`config.mk`:
```
export PLATFORM = sky130hd
export DESIGN_NAME = video_timing
export DESIGN_NICKNAME = d
export VERILOG_FILES = /design/src/rtl/video_timing_pkg.sv /design/src/rtl/video_timing_scan_counter.sv /design/src/rtl/video_timing.sv
export SDC_FILE = /design/constraint.sdc
export NUM_CORES = 1
export LEC_CHECK = 0
export ABC_AREA = 0
export CAP_MARGIN = 40
export CORE_MARGIN = 4
export CORE_UTILIZATION = 50
export CTS_CLUSTER_SIZE = 28
export DETAILED_ROUTE_END_ITERATION = 6
export PLACE_DENSITY = 0.82
export SETUP_SLACK_MARGIN = 0.4
export SYNTH_ARGS = -nofsm -noshare
export SYNTH_HDL_FRONTEND = slang
export SYNTH_HIERARCHICAL = 1
export SYNTH_SLANG_ARGS = --single-unit
```
`constraint.sdc`:
```
create_clock -name clk -period 5.1 [get_ports clk]
set_clock_uncertainty 0.1 [all_clocks]
set_input_delay 1.02 -clock clk [delete_from_list [all_inputs] [get_ports clk]]
set_output_delay 1.02 -clock clk [all_outputs]
set_load 0.02 [all_outputs]
```
`src/rtl/video_timing_pkg.sv`:
```
// video_timing_pkg: shared constants, register map and payload types for the
// raster timing generator and its CPU-bus register block.
package video_timing_pkg;

    // Default raster geometry (pixels / lines), shared with testbenches.
    localparam int unsigned DEF_H_DISPLAY = 160;
    localparam int unsigned DEF_H_FRONT   = 8;
    localparam int unsigned DEF_H_SYNC    = 16;
    localparam int unsigned DEF_H_BACK    = 16;
    localparam int unsigned DEF_H_TOTAL   = DEF_H_DISPLAY + DEF_H_FRONT + DEF_H_SYNC + DEF_H_BACK;

    localparam int unsigned DEF_V_DISPLAY = 128;
    localparam int unsigned DEF_V_FRONT   = 4;
    localparam int unsigned DEF_V_SYNC    = 3;
    localparam int unsigned DEF_V_BACK    = 9;
    localparam int unsigned DEF_V_TOTAL   = DEF_V_DISPLAY + DEF_V_FRONT + DEF_V_SYNC + DEF_V_BACK;

    localparam int unsigned DEF_PIX_DIV   = 1;

    // Datapath widths.
    localparam int unsigned CNT_W   = 9;
    localparam int unsigned HPOS_W  = 8;
    localparam int unsigned VPOS_W  = 7;
    localparam int unsigned DATA_W  = 8;
    localparam int unsigned ADDR_W  = 2;
    localparam int unsigned FRAME_W = 8;

    // Register indices.
    localparam logic [ADDR_W-1:0] REG_LINE   = 2'd0;
    localparam logic [ADDR_W-1:0] REG_STATUS = 2'd1;
    localparam logic [ADDR_W-1:0] REG_CMP    = 2'd2;
    localparam logic [ADDR_W-1:0] REG_CTRL   = 2'd3;

    // STATUS bit positions.
    localparam int unsigned ST_VBLANK  = 0;
    localparam int unsigned ST_PENDING = 1;
    localparam int unsigned ST_DISPON  = 2;

    // Registered video bundle handed to the pixel pipeline.
    typedef struct packed {
        logic              hsync;
        logic              vsync;
        logic [HPOS_W-1:0] hpos;
        logic [VPOS_W-1:0] vpos;
        logic              display_on;
    } video_t;

    // True when cnt lies in [lo, lo+len).
    function automatic logic in_range(input logic [CNT_W-1:0] cnt,
                                      input int unsigned       lo,
                                      input int unsigned       len);
        return (cnt >= CNT_W'(lo)) && (cnt < CNT_W'(lo + len));
    endfunction

endpackage

```
`src/rtl/video_timing_scan_counter.sv`:
```
// scan_counter: modulo-N counter with enable and a combinational terminal-count flag.
module scan_counter #(
    parameter int unsigned N = 2,
    parameter int unsigned W = 1
) (
    input  logic         clk,
    input  logic         reset,
    input  logic         en_i,
    output logic [W-1:0] count_o,
    output logic         tc_c_o
);

    logic [W-1:0] count_q;
    logic [W-1:0] count_d;

    assign tc_c_o  = (count_q == W'(N - 1));
    assign count_o = count_q;

    // Advance when enabled, wrapping to zero after the terminal count.
    always_comb begin
        count_d = count_q;
        if (en_i) begin
            count_d = tc_c_o ? '0 : count_q + W'(1);
        end
    end

    // Count register.
    always_ff @(posedge clk or posedge reset) begin
        if (reset) begin
            count_q <= '0;
        end else begin
            count_q <= count_d;
        end
    end

endmodule

```
`src/rtl/video_timing.sv`:
```
// video_timing: raster timing generator with a 4-register CPU-bus peripheral
// (LINE, STATUS, CMP, CTRL). Define VIDEO_TIMING_IRQ_EN to build the
// line-compare raster interrupt; without it irq is tied low and CMP,
// STATUS.pending and CTRL.irq_en read as zero.
module video_timing
    import video_timing_pkg::*;
#(
    parameter int unsigned H_DISPLAY = DEF_H_DISPLAY,
    parameter int unsigned H_FRONT   = DEF_H_FRONT,
    parameter int unsigned H_SYNC    = DEF_H_SYNC,
    parameter int unsigned H_BACK    = DEF_H_BACK,
    parameter int unsigned V_DISPLAY = DEF_V_DISPLAY,
    parameter int unsigned V_FRONT   = DEF_V_FRONT,
    parameter int unsigned V_SYNC    = DEF_V_SYNC,
    parameter int unsigned V_BACK    = DEF_V_BACK,
    parameter int unsigned PIX_DIV   = DEF_PIX_DIV
) (
    input  logic              clk,
    input  logic              reset,
    input  logic              cs,
    input  logic              rw,
    input  logic [ADDR_W-1:0] addr,
    input  logic [DATA_W-1:0] di,
    output logic [DATA_W-1:0] dout,
    output logic              hsync,
    output logic              vsync,
    output logic [HPOS_W-1:0] hpos,
    output logic [VPOS_W-1:0] vpos,
    output logic              display_on,
    output logic              irq
);

    localparam int unsigned H_TOTAL = H_DISPLAY + H_FRONT + H_SYNC + H_BACK;
    localparam int unsigned V_TOTAL = V_DISPLAY + V_FRONT + V_SYNC + V_BACK;
    localparam int unsigned PD_W    = (PIX_DIV > 1) ? $clog2(PIX_DIV) : 1;

    logic [PD_W-1:0]    pdiv;
    logic [CNT_W-1:0]   hcount;
    logic [CNT_W-1:0]   vcount;
    logic               pix_en;
    logic               h_tc;
    logic               v_tc;
    logic               line_end;
    logic               frame_end;
    logic               h_vis;
    logic               v_vis;
    logic               wr_en;
    logic               rd_en;
    logic [FRAME_W-1:0] frame_q;
    logic [FRAME_W-1:0] frame_d;
    video_t             video_q;
    video_t             video_d;
    logic [DATA_W-1:0]  rdata_c;
    logic [DATA_W-1:0]  dout_q;
    logic [DATA_W-1:0]  dout_d;
    logic [DATA_W-1:0]  cmp_val;
    logic               pending_val;
    logic               irq_en_val;
    logic               unused_bits;

    assign line_end  = pix_en & h_tc;
    assign frame_end = line_end & v_tc;
    assign h_vis     = (hcount < CNT_W'(H_DISPLAY));
    assign v_vis     = (vcount < CNT_W'(V_DISPLAY));
    assign wr_en     = cs & ~rw;
    assign rd_en     = cs & rw;

    scan_counter #(.N(PIX_DIV), .W(PD_W)) u_pdiv (
        .clk     (clk),
        .reset   (reset),
        .en_i    (1'b1),
        .count_o (pdiv),
        .tc_c_o  (pix_en)
    );

    scan_counter #(.N(H_TOTAL), .W(CNT_W)) u_hcount (
        .clk     (clk),
        .reset   (reset),
        .en_i    (pix_en),
        .count_o (hcount),
        .tc_c_o  (h_tc)
    );

    scan_counter #(.N(V_TOTAL), .W(CNT_W)) u_vcount (
        .clk     (clk),
        .reset   (reset),
        .en_i    (line_end),
        .count_o (vcount),
        .tc_c_o  (v_tc)
    );

`ifdef VIDEO_TIMING_IRQ_EN
    logic [DATA_W-1:0] cmp_q;
    logic [DATA_W-1:0] cmp_d;
    logic              irq_en_q;
    logic              irq_en_d;
    logic              pending_q;
    logic              pending_d;
    logic              irq_q;
    logic              irq_d;
    logic [CNT_W-1:0]  vcount_next;
    logic              match;

    // Line about to start and the compare event on its first pixel.
    assign vcount_next = v_tc ? '0 : vcount + CNT_W'(1);
    assign match       = line_end && (vcount_next == CNT_W'(cmp_q));

    // Interrupt register updates; a match beats a same-cycle clear.
    always_comb begin
        cmp_d     = cmp_q;
        irq_en_d  = irq_en_q;
        pending_d = pending_q;
        if (wr_en && (addr == REG_CMP)) begin
            cmp_d = di;
        end
        if (wr_en && (addr == REG_CTRL)) begin
            irq_en_d = di[0];
        end
        if (wr_en && (addr == REG_STATUS) && di[ST_PENDING]) begin
            pending_d = 1'b0;
        end
        if (match) begin
            pending_d = 1'b1;
        end
        irq_d = pending_d & irq_en_d;
    end

    // Interrupt state registers.
    always_ff @(posedge clk or posedge reset) begin
        if (reset) begin
            cmp_q     <= '0;
            irq_en_q  <= 1'b0;
            pending_q <= 1'b0;
            irq_q     <= 1'b0;
        end else begin
            cmp_q     <= cmp_d;
            irq_en_q  <= irq_en_d;
            pending_q <= pending_d;
            irq_q     <= irq_d;
        end
    end

    assign cmp_val     = cmp_q;
    assign pending_val = pending_q;
    assign irq_en_val  = irq_en_q;
    assign irq         = irq_q;
    assign unused_bits = ^{frame_q[FRAME_W-1], pdiv};
`else
    assign cmp_val     = '0;
    assign pending_val = 1'b0;
    assign irq_en_val  = 1'b0;
    assign irq         = 1'b0;
    assign unused_bits = ^{frame_q[FRAME_W-1], pdiv, di, wr_en};
`endif

    // Video decode of the current counters, frame count and register read mux.
    always_comb begin
        video_d            = '0;
        video_d.hsync      = in_range(hcount, H_DISPLAY + H_FRONT, H_SYNC);
        video_d.vsync      = in_range(vcount, V_DISPLAY + V_FRONT, V_SYNC);
        video_d.display_on = h_vis & v_vis;
        video_d.hpos       = h_vis ? hcount[HPOS_W-1:0] : HPOS_W'(H_DISPLAY - 1);
        video_d.vpos       = v_vis ? vcount[VPOS_W-1:0] : VPOS_W'(V_DISPLAY - 1);

        frame_d = frame_end ? frame_q + FRAME_W'(1) : frame_q;

        rdata_c = '0;
        case (addr)
            REG_LINE: rdata_c = vcount[DATA_W-1:0];
            REG_STATUS: begin
                rdata_c[ST_VBLANK]  = ~v_vis;
                rdata_c[ST_PENDING] = pending_val;
                rdata_c[ST_DISPON]  = h_vis & v_vis;
            end
            REG_CMP:  rdata_c = cmp_val;
            REG_CTRL: rdata_c = {frame_q[DATA_W-2:0], irq_en_val};
            default:  rdata_c = '0;
        endcase

        dout_d = rd_en ? rdata_c : dout_q;
    end

    // Output, frame and read-data registers.
    always_ff @(posedge clk or posedge reset) begin
        if (reset) begin
            video_q <= '0;
            frame_q <= '0;
            dout_q  <= '0;
        end else begin
            video_q <= video_d;
            frame_q <= frame_d;
            dout_q  <= dout_d;
        end
    end

    assign hsync      = video_q.hsync;
    assign vsync      = video_q.vsync;
    assign hpos       = video_q.hpos;
    assign vpos       = video_q.vpos;
    assign display_on = video_q.display_on;
    assign dout       = dout_q;

endmodule

```
==> metrics.yaml, run 1 <==
outcome:
  outcome: "complete, no violations"
sta:
  timing.final.setup_violations: 0
  maxSlewViolCount: 0
  grt_setup_unrepaired: "no"
  fin_crit_sh_pct: 58.5
  tns_ns: 0
  max_freq_ghz: 0.335
  hold_violations_final: 0
  final.min_clock_period_ns: 2.98
drt:
  detailed_router_iteration_count_before_antenna_repair: 5
  drt-total-wl_um: 4570
  drt.antenna.violating_nets: 0
  dr_total_vias: 1655
  avgViaCountPerCell: 5.65
  wl_met3_um: 222
  avgRoutedWirePerCell_um: 15.6
  top_layer_in_use: "met4"
  route.detailed.drc: 0
  routed-wl-met2_um: 2200
  initialDrtViolationCount: 165
  detail_route.wirelength.met1_um: 2060
critical_path:
  setup.reg_to_reg.worst_slack_ns: 2.12
  source_of_the_critical_timing_path: "u_hcount/count_o[0]"
  cp.required_ns: 5.22
  crit_path_cell_trace: "ha_1 > or4b_4 > nor4b_4 > and2_1 > nand4_2 > or3_1 > a32oi_1"
  setup.worst_path.class: "register to register"
  crit_slowest_cell: "sky130_fd_sc_hd__or4b_4"
  worstPathArrival_ns: 3.10
  r2r.worst_path.cells: 7
  kind_of_end_point_of_the_critical_path: "register"
  critical_path_peak_fanout: 12
  worst_setup_path_start_kind: "register"
  r2r_end: "u_vcount/count_o[7]"
  critical_path.reg2reg.startpoint: "u_hcount/count_o[0]"
  worst_stage_delay_on_the_critical_path_ns: 0.53
cells_and_area:
  area.growth.synth_to_final_pct: 20.3
  diodes: 0
  fin_nets: 261
  num-fill-cells: 352
  fraction_of_final_layout_cells_with_drive_strength_greater_than_1_pct: 7.47
  multiInputGateArea_um2: 987
  postLayoutCoreUtil_pct: 63.2
  sequential_cell_area_um2: 1280
floorplanning:
  dieArea_um2: 5830
  ioPinCount: 41
  die_h_um: 76.3
  std_cell_rows: 24
  start_util_pct: 52.5
  die_w_um: 76.3
  placeableCoreArea_um2: 4440
cts:
  level_count_of_the_clock_h_tree: 2
  cts_resized: 0
  numClockSinks: 51
  cts_tree: "built"
  bufs_on_longest_clock_path: 2
  root_buffer: "sky130_fd_sc_hd__clkbuf_8"
  postCtsSetupRepairBufs: 0
  cts_buffers: 5
  cts.hold.buffers_added: 0
  clkLatencyLatePin_ns: 0.30
  clk_pin_slew_worst_paths_ns: 0.09
hold_path:
  hold_path_startpoint: "dout[1]"
  worst_hold_path.num_cells: 2
  hold_path_class: "register to register"
  holdPathEnd: "dout[1]"
logic_synthesis:
  netlist_area_um2: 2330
  yosys_warnings: 6
  syn-instance-count: 207
  synth_nets: 228
  avg_inst_size_synth_um2: 11.3
power_and_ir_drop:
  vdd.ir_drop.worst_uv: 156
  power.static_leakage_nw: 1.24
  power.density_nw_per_um2: 316
global_routing:
  number_of_global_route_vias_before_repair: 1633
  grt_first_pass_wirelength_um: 7920
  grt.overflow.total: 0
  number_of_antenna_violations_at_the_first_check_in_global_routing: 0
  grt_start_max_net_pins: 34
  grt.total_usage_pct: 16.6
placed_design:
  buffer_ports.inserted: 31
  hpwlAfterDp_um: 3020
  routabilityCongestion: 0.802
job:
  cap_viol_max_count: 0
-- final cells by class --
class / instances / area share [%]
sequential: 51 / 45.4
clock buffer: 6 / 2.58
clock inverter: 2 / 2.14
timing repair buffer: 32 / 11.3
multi-input combinational: 142 / 35.1
tap: 52 / 2.32
inverter: 8 / 1.07
-- report_power, final --
group	internal [mW]	total [mW]	leakage, nW	switching, mW
combinational	0.0475	0.0913	0.527	0.0437
clock	0.196	0.326	0.0654	0.130
sequential	0.428	0.470	0.652	0.0424
-- critical path: cells and delay by family, from the launching register on --
| kind | cells | cell delay [ns] |
|---|---|---|
| AO/OA/AOI/OAI | 1 | 0.17 |
| adder cells (fa/ha/maj) | 1 | 0.27 |
| flip-flops | 1 | 0.41 |
| AND/OR/NAND/NOR | 5 | 1.95 |
-- cells in the final DEF, fill, tap and decap left out, types with 2 or more instances in the layout --
master / instances
sky130_fd_sc_hd__nand3_1: 6
sky130_fd_sc_hd__bufinv_16: 2
sky130_fd_sc_hd__a31oi_1: 2
sky130_fd_sc_hd__or2_1: 2
sky130_fd_sc_hd__dfrtp_1: 51
sky130_fd_sc_hd__xor2_1: 5
sky130_fd_sc_hd__nand2_1: 24
sky130_fd_sc_hd__conb_1: 2
sky130_fd_sc_hd__inv_1: 8
sky130_fd_sc_hd__ha_1: 7
sky130_fd_sc_hd__or3_1: 10
sky130_fd_sc_hd__mux2_2: 2
sky130_fd_sc_hd__and3b_1: 2
sky130_fd_sc_hd__clkdlybuf4s50_1: 31
sky130_fd_sc_hd__nor4b_2: 2
sky130_fd_sc_hd__o21ai_1: 10
sky130_fd_sc_hd__xnor2_1: 12
sky130_fd_sc_hd__a22oi_1: 8
sky130_fd_sc_hd__and2_1: 2
sky130_fd_sc_hd__a21oi_1: 4
sky130_fd_sc_hd__and4_1: 4
sky130_fd_sc_hd__nand4_1: 5
sky130_fd_sc_hd__nand2b_1: 7
sky130_fd_sc_hd__o21ai_0: 4
sky130_fd_sc_hd__mux2i_1: 2
sky130_fd_sc_hd__nor2b_1: 2
sky130_fd_sc_hd__nor2_1: 4
sky130_fd_sc_hd__clkbuf_8: 5
-- metrics by stage --
stage	hold slack (ns)	setup slack [ns]	instance area (um^2)	total power, mW	std cells
2_1_floorplan	0.345	2.61	2330	0.537	207
3_3_place_gp	0.359	2.30	2680	0.561	285
3_5_place_dp	0.375	2.20	2680	0.567	285
4_1_cts	0.395	2.13	2810	0.891	293
5_1_grt	0.415	1.93	2810	0.921	293
6_report	0.391	2.12	2810	0.887	293
-- routing by layer --
layer	track usage (%)	vias to the layer above
met5	0	-
met4	6.88	0
met3	3.19	10
met2	26.9	53
met1	21.9	802
li1	-	790
-- worst max-delay path by stage --
| stage | endpoint | slack [ns] | cells past startpoint |
|---|---|---|---|
| 2_1_floorplan | u_vcount/count_o[7] | 2.61 | 8 |
| 3_3_place_gp | u_vcount/count_o[8] | 2.30 | 7 |
| 3_5_place_dp | u_vcount/count_o[7] | 2.20 | 7 |
| 4_1_cts | u_vcount/count_o[7] | 2.13 | 7 |
| 5_1_grt | u_vcount/count_o[7] | 1.93 | 7 |
| 6_report | u_vcount/count_o[7] | 2.12 | 7 |
-- sequential cells by signal, indices dropped and copies added, names as in the netlist --
| name | flops |
|---|---|
| frame_q | 7 |
| u_hcount/count_o | 9 |
| hsync | 1 |
| vpos | 7 |
| hpos | 8 |
| u_vcount/count_o | 9 |
| dout | 8 |
| vsync | 1 |
| display_on | 1 |
No activity file was read; power rests on OpenSTA's default activity.
==> inputs of run 2 (changes only) <==
--- a/config.mk
+++ b/config.mk
@@ -8,10 +8,10 @@
 export ABC_AREA = 0
 export CAP_MARGIN = 40
 export CORE_MARGIN = 4
-export CORE_UTILIZATION = 50
+export CORE_UTILIZATION = 47
 export CTS_CLUSTER_SIZE = 28
 export DETAILED_ROUTE_END_ITERATION = 6
-export PLACE_DENSITY = 0.82
+export PLACE_DENSITY = 0.81
 export SETUP_SLACK_MARGIN = 0.4
 export SYNTH_ARGS = -nofsm -noshare
 export SYNTH_HDL_FRONTEND = slang
==> constraint.sdc (replaced) <==
create_clock -name clk -period 2.7 [get_ports clk]
set_clock_uncertainty 0.1 [all_clocks]
set_input_delay 0.54 -clock clk [delete_from_list [all_inputs] [get_ports clk]]
set_output_delay 0.54 -clock clk [all_outputs]
set_load 0.02 [all_outputs]
==> run 2 against run 1 <==
Effect of this change:
- clock-buffer cell count grew 1
- utilization is 2.2 points lower
- design area grew 3.3%
- sequential cell count stayed put
- non-clock buffer count rose by 10
- sequential power grew 88%
- maximum frequency grew 32%
- critical path type unchanged
- largest power group unchanged
==> metrics.yaml, run 2 (same netlist as run 1, synthesis figures left out) <==
cells_and_area:
  area.growth.synth_to_final_pct: 24.3
  diodes: 0
  fin_nets: 271
  postLayoutCoreUtil_pct: 61.1
  mostFrequentLayoutCell: "sky130_fd_sc_hd__dfrtp_1"
  fraction_of_final_layout_cells_with_drive_strength_greater_than_1_pct: 13.9
  layout.cells.most_common_list: "sky130_fd_sc_hd__dfrtp_1, sky130_fd_sc_hd__clkdlybuf4s50_1, sky130_fd_sc_hd__nand2_1, sky130_fd_sc_hd__xnor2_1"
hold_path:
  worst_hold_path.num_cells: 1
  hold_path_class: "register to register"
  hold_path_startpoint: "frame_q[6]"
  holdPathEnd: "frame_q[6]"
critical_path:
  worstPathArrival_ns: 2.38
  crit_slowest_cell: "sky130_fd_sc_hd__or4b_4"
  worst_setup_path_start_kind: "register"
  cp.required_ns: 2.82
  critical_path_peak_fanout: 8
  r2r.worst_path.cells: 6
  critical_path.reg2reg.startpoint: "u_hcount/count_o[4]"
  setup.worst_path.class: "register to register"
  r2r_end: "u_vcount/count_o[7]"
  crit_path_cell_trace: "or4b_4 > nor4b_4 > and2_4 > nand4_4 > or3_1 > a32oi_1"
  worst_stage_delay_on_the_critical_path_ns: 0.55
  critical_path_buf_inv_count: 0
  setup.reg_to_reg.worst_slack_ns: 0.44
  crit_family: "simple AND/OR/NAND/NOR gates"
  kind_of_end_point_of_the_critical_path: "register"
drt:
  avgViaCountPerCell: 5.23
  avgRoutedWirePerCell_um: 14.8
  initialDrtViolationCount: 90
  drt.antenna.violating_nets: 0
  detailed_router_iteration_count_before_antenna_repair: 4
  dr_total_vias: 1663
  route.detailed.drc: 0
  drt-total-wl_um: 4700
floorplanning:
  dieArea_um2: 6160
  start_util_pct: 49.1
  die_w_um: 78.5
  std_cell_rows: 25
  die_h_um: 78.5
  ioPinCount: 41
  placeableCoreArea_um2: 4750
power_and_ir_drop:
  vdd.ir_drop.worst_uv: 225
  total_power_mw: 1.61
  power.static_leakage_nw: 1.28
  power.density_nw_per_um2: 553
cts:
  numClockSinks: 51
  cts.hold.buffers_added: 0
  level_count_of_the_clock_h_tree: 2
  bufs_on_longest_clock_path: 2
  clk_pin_slew_worst_paths_ns: 0.09
  cts_buffers: 5
  cts_tree: "built"
  clkLatencyLatePin_ns: 0.30
  root_buffer: "sky130_fd_sc_hd__clkbuf_8"
sta:
  hold_violations_final: 0
  timing.final.setup_violations: 0
  hold-worst-slack_ns: 0.383
  grt_setup_unrepaired: "yes"
  max_freq_ghz: 0.442
  final.min_clock_period_ns: 2.26
  maxSlewViolCount: 0
  setup_ws_ns: 0.437
  tns_ns: 0
  fin_crit_sh_pct: 83.8
placed_design:
  routabilityCongestion: 0.790
  post_place_setup_slack_ns: 0.311
  hpwlAfterDp_um: 3080
  buffer_ports.inserted: 31
global_routing:
  number_of_global_route_vias_before_repair: 1712
  grt.total_usage_pct: 16.7
  number_of_antenna_violations_at_the_first_check_in_global_routing: 0
  grt_first_pass_wirelength_um: 8050
  grt.overflow.total: 0
  grt_start_max_net_pins: 34
job:
  cap_viol_max_count: 0
outcome:
  outcome: "complete, no violations"
run 2: cell count changes in the layout (fill, tap and decap cells not counted), sizes merged:
cell	before	now
buf	1	11
bufinv	2	0
clkbuf	6	7
clkinvlp	0	1
run 2: worst max path at each step:
| stage | start | to | slack (ns) | depth (start not counted) |
|---|---|---|---|---|
| floorplan | u_hcount/count_o[0] | u_vcount/count_o[7] | 0.34 | 8 |
| global placement | u_hcount/count_o[0] | u_vcount/count_o[7] | 0.38 | 7 |
| detailed placement | u_hcount/count_o[0] | u_vcount/count_o[7] | 0.31 | 7 |
| CTS | u_hcount/count_o[0] | u_vcount/count_o[4] | 0.39 | 7 |
| global route | u_hcount/count_o[1] | u_vcount/count_o[4] | 0.31 | 7 |
| finish | u_hcount/count_o[4] | u_vcount/count_o[7] | 0.44 | 6 |
run 2: metal layers:
layer  vias to the layer above  global-route usage [%]  share of wire (%)
li1                        809                       -                  -
met1                       810                    21.3                 45
met2                        37                    27.6                 50
met3                         7                    3.56                3.7
met4                         0                    6.82                1.6
met5                         -                       0                  0
run 2: metrics by stage:
stage	area (um^2)	std cells
floorplan	2350	207
global placement	2720	302
detailed placement	2720	302
CTS	2870	314
global route	2900	318
finish	2900	318
run 2: layout make-up:
| cell class | count | area [um^2] |
|---|---|---|
| fillers | 386 | 1850 |
| clock inverters | 1 | 7.51 |
| well taps | 67 | 83.8 |
| repair buffers | 42 | 393 |
| inverters | 8 | 30.0 |
| multi-input cells | 142 | 1010 |
| flip-flops and latches | 51 | 1280 |
| clock buffers | 7 | 96.3 |
run 2: where the power goes:
part	switching [mW]	internal [mW]	total, mW
Clock	0.242	0.233	0.476
Sequential	0.0732	0.811	0.884
Combinational	0.108	0.137	0.246
Total	0.424	1.18	1.61
run 2: timing repair:
item / in CTS / in global routing
endpoints found under the hold margin: 0 / 0
gates resized for setup: 2 / 4
pin swaps: 2 / 3
setup endpoints to repair: 5 / 10
setup buffers: 4 / 4
